[src/rtl/cache_pkg.sv]
// Shared types and geometry for the cache miss-fill controller.
package cache_pkg;

    typedef enum logic [1:0] {
        IDLE  = 2'd0,
        FILL  = 2'd1,
        DRAIN = 2'd2
    } fill_state_t;

    localparam int ADDR_W          = 16;
    localparam int WORDS_PER_BLOCK = 8;
    localparam int WORD_OFS_W      = $clog2(WORDS_PER_BLOCK);
    localparam int BLOCK_OFS_W     = WORD_OFS_W + 1;

endpackage

[src/rtl/fill_counter.sv]
// Word counter for the fill engine: synchronous clear, increment,
// wraps modulo 2**WIDTH, terminal flag on the all-ones count.
module fill_counter #(
    parameter int WIDTH = 3
) (
    input  logic             clk,
    input  logic             rst_n,
    input  logic             clr,
    input  logic             inc,
    output logic [WIDTH-1:0] cnt,
    output logic             term
);

    // Count register; clear has priority over increment.
    always_ff @(posedge clk or negedge rst_n) begin
        if (!rst_n) begin
            cnt <= '0;
        end else if (clr) begin
            cnt <= '0;
        end else if (inc) begin
            cnt <= cnt + WIDTH'(1);
        end
    end

    assign term = &cnt;

endmodule

[src/rtl/cache_fill_fsm.sv]
// Cache miss-fill initiator for a 4-cycle pipelined memory.
// On a miss: one read per cycle for every word of the block, each returned
// word written into the data array, tag written with the last word.
// In IDLE, single write-through stores are forwarded combinationally.
// Build option: define CRITICAL_WORD_FIRST_EN to start the fill at the
// missed word and wrap around the block; otherwise the fill starts at word 0.
//
// state | meaning
// IDLE  | waiting for a miss; forwards write-through stores
// FILL  | issuing one block read per cycle, also collecting returns
// DRAIN | all reads issued, collecting the remaining returns
module cache_fill_fsm
    import cache_pkg::*;
#(
    parameter int ADDR_WIDTH = ADDR_W
) (
    input  logic                  clk,
    input  logic                  rst_n,
    input  logic                  miss_detected,
    input  logic [ADDR_WIDTH-1:0] miss_address,
    input  logic                  wr_req,
    input  logic [ADDR_WIDTH-1:0] wr_addr,
    input  logic [15:0]           wr_data,
    input  logic [15:0]           mem_data_out,
    input  logic                  mem_data_valid,
    output logic                  fsm_busy,
    output logic                  write_data_array,
    output logic                  write_tag_array,
    output logic [WORD_OFS_W-1:0] data_word_sel,
    output logic [15:0]           data_array_wdata,
    output logic                  mem_enable,
    output logic                  mem_wr,
    output logic [ADDR_WIDTH-1:0] mem_addr,
    output logic [15:0]           mem_data_in
);

    fill_state_t                       state;
    logic [ADDR_WIDTH-1:BLOCK_OFS_W]   base;
    logic                              busy_q;
    logic [WORD_OFS_W-1:0]             issue_cnt;
    logic [WORD_OFS_W-1:0]             recv_cnt;
    logic [WORD_OFS_W-1:0]             issue_idx;
    logic [WORD_OFS_W-1:0]             recv_idx;
    logic                              issue_term;
    logic                              recv_term;
    logic                              miss_take;
    logic                              wr_fire;
    logic                              issuing;
    logic                              recv_fire;

    assign miss_take = (state == IDLE) && miss_detected;
    assign wr_fire   = (state == IDLE) && !miss_detected && wr_req;
    assign issuing   = (state == FILL);
    // Returns outside a fill are stale or stray and must never touch the arrays.
    assign recv_fire = (state != IDLE) && mem_data_valid;

    fill_counter #(.WIDTH(WORD_OFS_W)) u_issue_cnt (
        .clk   (clk),
        .rst_n (rst_n),
        .clr   (miss_take),
        .inc   (issuing),
        .cnt   (issue_cnt),
        .term  (issue_term)
    );

    fill_counter #(.WIDTH(WORD_OFS_W)) u_recv_cnt (
        .clk   (clk),
        .rst_n (rst_n),
        .clr   (miss_take),
        .inc   (recv_fire),
        .cnt   (recv_cnt),
        .term  (recv_term)
    );

`ifdef CRITICAL_WORD_FIRST_EN
    logic [WORD_OFS_W-1:0] start_ofs;

    // Remember which word missed so the fill begins there.
    always_ff @(posedge clk or negedge rst_n) begin
        if (!rst_n) begin
            start_ofs <= '0;
        end else if (miss_take) begin
            start_ofs <= miss_address[BLOCK_OFS_W-1:1];
        end
    end

    // Offset arithmetic wraps inside the block, never carrying into the tag.
    assign issue_idx = start_ofs + issue_cnt;
    assign recv_idx  = start_ofs + recv_cnt;
`else
    assign issue_idx = issue_cnt;
    assign recv_idx  = recv_cnt;
`endif

    // Main sequencing: latch block base on a miss, run issue then drain.
    always_ff @(posedge clk or negedge rst_n) begin
        if (!rst_n) begin
            state  <= IDLE;
            base   <= '0;
            busy_q <= 1'b0;
        end else begin
            case (state)
                IDLE: begin
                    if (miss_detected) begin
                        base   <= miss_address[ADDR_WIDTH-1:BLOCK_OFS_W];
                        state  <= FILL;
                        busy_q <= 1'b1;
                    end
                end
                FILL: begin
                    if (recv_fire && recv_term) begin
                        state  <= IDLE;
                        busy_q <= 1'b0;
                    end else if (issue_term) begin
                        state <= DRAIN;
                    end
                end
                DRAIN: begin
                    if (recv_fire && recv_term) begin
                        state  <= IDLE;
                        busy_q <= 1'b0;
                    end
                end
                default: begin
                    state  <= IDLE;
                    busy_q <= 1'b0;
                end
            endcase
        end
    end

    assign fsm_busy         = busy_q;
    assign data_array_wdata = mem_data_out;

    // Memory and array strobes: reads while filling, stores in idle,
    // array writes on each accepted return.
    always_comb begin
        mem_enable       = 1'b0;
        mem_wr           = 1'b0;
        mem_addr         = '0;
        mem_data_in      = '0;
        write_data_array = 1'b0;
        write_tag_array  = 1'b0;
        data_word_sel    = '0;
        if (wr_fire) begin
            mem_enable  = 1'b1;
            mem_wr      = 1'b1;
            mem_addr    = {wr_addr[ADDR_WIDTH-1:1], 1'b0};
            mem_data_in = wr_data;
        end
        if (issuing) begin
            mem_enable = 1'b1;
            mem_addr   = {base, issue_idx, 1'b0};
        end
        if (recv_fire) begin
            write_data_array = 1'b1;
            data_word_sel    = recv_idx;
            write_tag_array  = recv_term;
        end
    end

    // Byte-select and in-block bits that the datapath does not consume.
    logic unused_bits;
    assign unused_bits = ^{miss_address[BLOCK_OFS_W-1:0], wr_addr[0]};

endmodule
[config.mk]
export PLATFORM = sky130hd
export DESIGN_NAME = cache_fill_fsm
export DESIGN_NICKNAME = d
export VERILOG_FILES = /design/src/rtl/cache_pkg.sv /design/src/rtl/fill_counter.sv /design/src/rtl/cache_fill_fsm.sv
export SDC_FILE = /design/constraint.sdc
export NUM_CORES = 1
export LEC_CHECK = 0
export BUFFER_PORTS_ARGS = -buffer_cell sky130_fd_sc_hd__buf_2
export CAP_MARGIN = 20
export CORE_MARGIN = 2
export CORE_UTILIZATION = 35
export CTS_CLUSTER_DIAMETER = 150
export DETAILED_ROUTE_END_ITERATION = 10
export PLACE_DENSITY = 0.77
export SLEW_MARGIN = 25
export SYNTH_ARGS = -nofsm -noshare
export SYNTH_HDL_FRONTEND = slang
export SYNTH_HIERARCHICAL = 1
export SYNTH_SLANG_ARGS = --single-unit
export TNS_END_PERCENT = 5
[constraint.sdc]
create_clock -name clk -period 1.95 [get_ports clk]
set_clock_uncertainty 0.2 [all_clocks]
set_input_delay 0.39 -clock clk [delete_from_list [all_inputs] [get_ports clk]]
set_output_delay 0.39 -clock clk [all_outputs]
set_load 0.01 [all_outputs]
==> flow_metrics.py <==
metrics = {
    "critical_path": {
        "critical_path.top_delay_family": "simple AND/OR/NAND/NOR gates",
        "cp_num_buf_inv": 2,
        "critPathMaxFanout": 5,
        "cpMaxStageDelayCell": "dfrtp_1",
        "critPathRequiredTime_ns": 1.36,
        "cp-end-kind": "output pin",
        "cp_cell_sequence": "inv_2 > ha_4 > nor2b_4 > and2_4 > nand2_2 > o21ai_2 > buf_2",
        "reg2reg_depth": 6,
        "crit_arrival_ns": 1.62,
        "path_class": "flop to output pin",
        "crit_cells": 7,
        "max_stage_delay_ns": 0.39,
        "critPathLaunchType": "flop",
    },
    "yosys": {
        "synthCells": 165,
        "synthDistinctLibCells": 27,
        "yosysMostFrequentCell": "nand2_1",
        "yosys.area.top_type": "dfrtp_1",
        "ys_async_sr_fraction_pct": 100.0,
        "syn_area_sq_um": 1511,
        "synth_top_area_share_pct": 34.77,
        "synthTopCellsByCount": "nand2_1, dfrtp_1, buf_4",
        "synth_seq_cells": 21,
        "yosysSeqAreaShare_pct": 34.77,
        "syn-num-nets": 242,
        "synth_area_leaders": "dfrtp_1, mux2_2, buf_4",
        "synth.avg_cell_area_sq_um": 9.160,
        "yosysWarnings": 6,
        "synth_edf_count": 0,
        "ys.flop_type": "dfrtp_1",
    },
    "global_routing": {
        "track_usage_pct": 15.44,
        "overflow": 0,
        "grt_pass1_vias": 1319,
        "antenna_found_initial": 0,
        "grt_max_degree": 22,
        "grt_pass1_wl_um": 6085,
    },
    "floorplan": {
        "die_area_sq_um": 4860,
        "pin_count": 125,
        "placementRows": 23,
        "die_w_um": 69.72,
        "core_area_sq_um": 4086,
        "initial_core_util_pct": 36.99,
        "die_h_um": 69.72,
    },
    "clock_tree": {
        "h-tree-depth": 1,
        "cts.sinks": 21,
        "cts_tree": "done",
        "clk_pin_slew_worst_paths_ns": 0.07,
        "cts_buffers": 3,
        "root_buffer": "clkbuf_8",
        "clkLatencyLatePin_ns": 0.25,
        "clockBufferDepth": 2,
    },
    "sta": {
        "finalSetupViolations": 37,
        "layout_min_cycle_time_ns": 2.205,
        "slew_viol_final": 0,
        "hold_ws_ns": 0.1681,
        "timing.fmax_mhz": 453.5,
        "period_share_pct": 113.1,
        "worst_slack_ns": -0.2553,
        "finalHoldViolCount": 0,
        "rsz0062_at_grt": "true",
    },
    "finish": {
        "drive_gt1_share_pct": 57.38,
        "fillers": 379,
        "diodes": 0,
        "syn_to_final_growth_pct": 36.18,
        "nets": 322,
        "post-route-util_pct": 50.37,
        "finish.instance_area_sq_um": 2058,
        "stdcell_count": 294,
    },
    "detailed_routing": {
        "first_pass_iters": 3,
        "route.detailed.drc": 0,
        "antenna_left": 0,
        "totalWireLength_um": 3769,
        "routedWlPerCell_um": 12.82,
        "drt_iter0_markers": 8,
        "avgViaCountPerCell": 4.673,
        "dr_total_vias": 1374,
    },
    "placement": {
        "io_buffers": 86,
        "gp_congestion": 0.7240,
        "postPlaceCellArea_sq_um": 1904,
        "pre_cts_ws_ns": -0.03208,
        "dp_cells": 285,
    },
    "status": {
        "failed_checks": "setup timing",
        "status": "complete, but fails checks",
    },
    "hold_path": {
        "hold_depth": 2,
        "hp-class": "input port to flop",
    },
    "job": {
        "maxCapViolCount": 0,
    },
    "power": {
        "power_density_nw_per_um2": 1327,
        "ir_drop_uv": 747.7,
        "leakagePower_nw": 1.153,
    },
}
[worst paths after layout]
check	slack, ns	to	from
worst max-delay path	-0.26	mem_addr[6]	state[0]
max in group asynchronous	0.79	base[10]	rst_n
worst max register to register	0.15	state[0]	u_issue_cnt/cnt[0]
min in group asynchronous	0.44	base[8]	rst_n
worst min register to register	0.31	base[7]	base[7]
worst min-delay path	0.17	base[11]	miss_address[11]
[what timing repair did]
item,CTS,global route
hold buffers,1,0
resized for setup,17,10
pin swaps,4,10
cloned,2,0
setup endpoints to repair,38,38
hold endpoints to repair,21,0
setup buffers,1,1
[metal layers]
| layer | vias up | wire (um) | track usage [%] | share of wire, % |
|---|---|---|---|---|
| li1 | 687 | - | - | - |
| met1 | 621 | 1390 | 16.34 | 37 |
| met2 | 56 | 2059 | 29.59 | 55 |
| met3 | 10 | 242 | 3.343 | 6.4 |
| met4 | 0 | 76 | 5.769 | 2.0 |
| met5 | - | 0 | 0 | 0 |
[layout by cell type, fill, tap and decap left out, types with 2 or more instances in the layout]
cell and count:
and2_1 3, and2_4 4, and3_1 16, buf_2 85
buf_4 8, buf_6 4, clkbuf_8 3, dfrtp_1 21
ha_1 5, ha_4 2, inv_2 2, mux2_2 13
mux2i_1 5, nand2_1 29, nand2_2 3, nor2_1 9
o21ai_1 5, o21ai_2 9, xnor2_1 2
[flip-flops by register name, summed over array words and instances, names as in the netlist]
signal,cells
base,12
u_issue_cnt/cnt,3
u_recv_cnt/cnt,3
state,2
fsm_busy,1
[logic make-up (layout without fill, tap and decap cells)]
family / Yosys count / in the layout / share of synthesized area (%)
buffers and inverters: 29 / 106 / 13.41
and+or+nand+nor: 69 / 71 / 23.01
other: 1 / 1 / 0.2481
muxes: 18 / 18 / 13.00
xor gates and xnor gates: 2 / 2 / 1.159
DFF: 21 / 21 / 34.77
AOI/OAI and AO/OA: 17 / 17 / 7.781
adders and majority gates: 8 / 8 / 6.623
[stage by stage]
step	TNS [ns]	power [mW]
6_report	-6.487	2.731
5_1_grt	-10.08	2.976
4_1_cts	-6.476	2.719
3_5_place_dp	-0.08442	2.317
3_3_place_gp	0	2.270
2_1_floorplan	-0.1512	1.824
[final cells by class]
type / instances / area [sq um] / area share, %
Inverter: 3 / 11.26 / 0.5471
Sequential cell: 21 / 525.5 / 25.53
Timing Repair Buffer: 99 / 560.5 / 27.23
Clock buffer: 4 / 45.04 / 2.188
Multi-Input combinational cell: 117 / 853.3 / 41.46
Tap cell: 50 / 62.56 / 3.040
[report_power, final]
group	internal, mW	total [mW]	switching [mW]
combinational	0.863	1.68	0.820
sequential	0.653	0.776	0.123
clock	0.145	0.273	0.128
(Power assumes the default switching activity.)
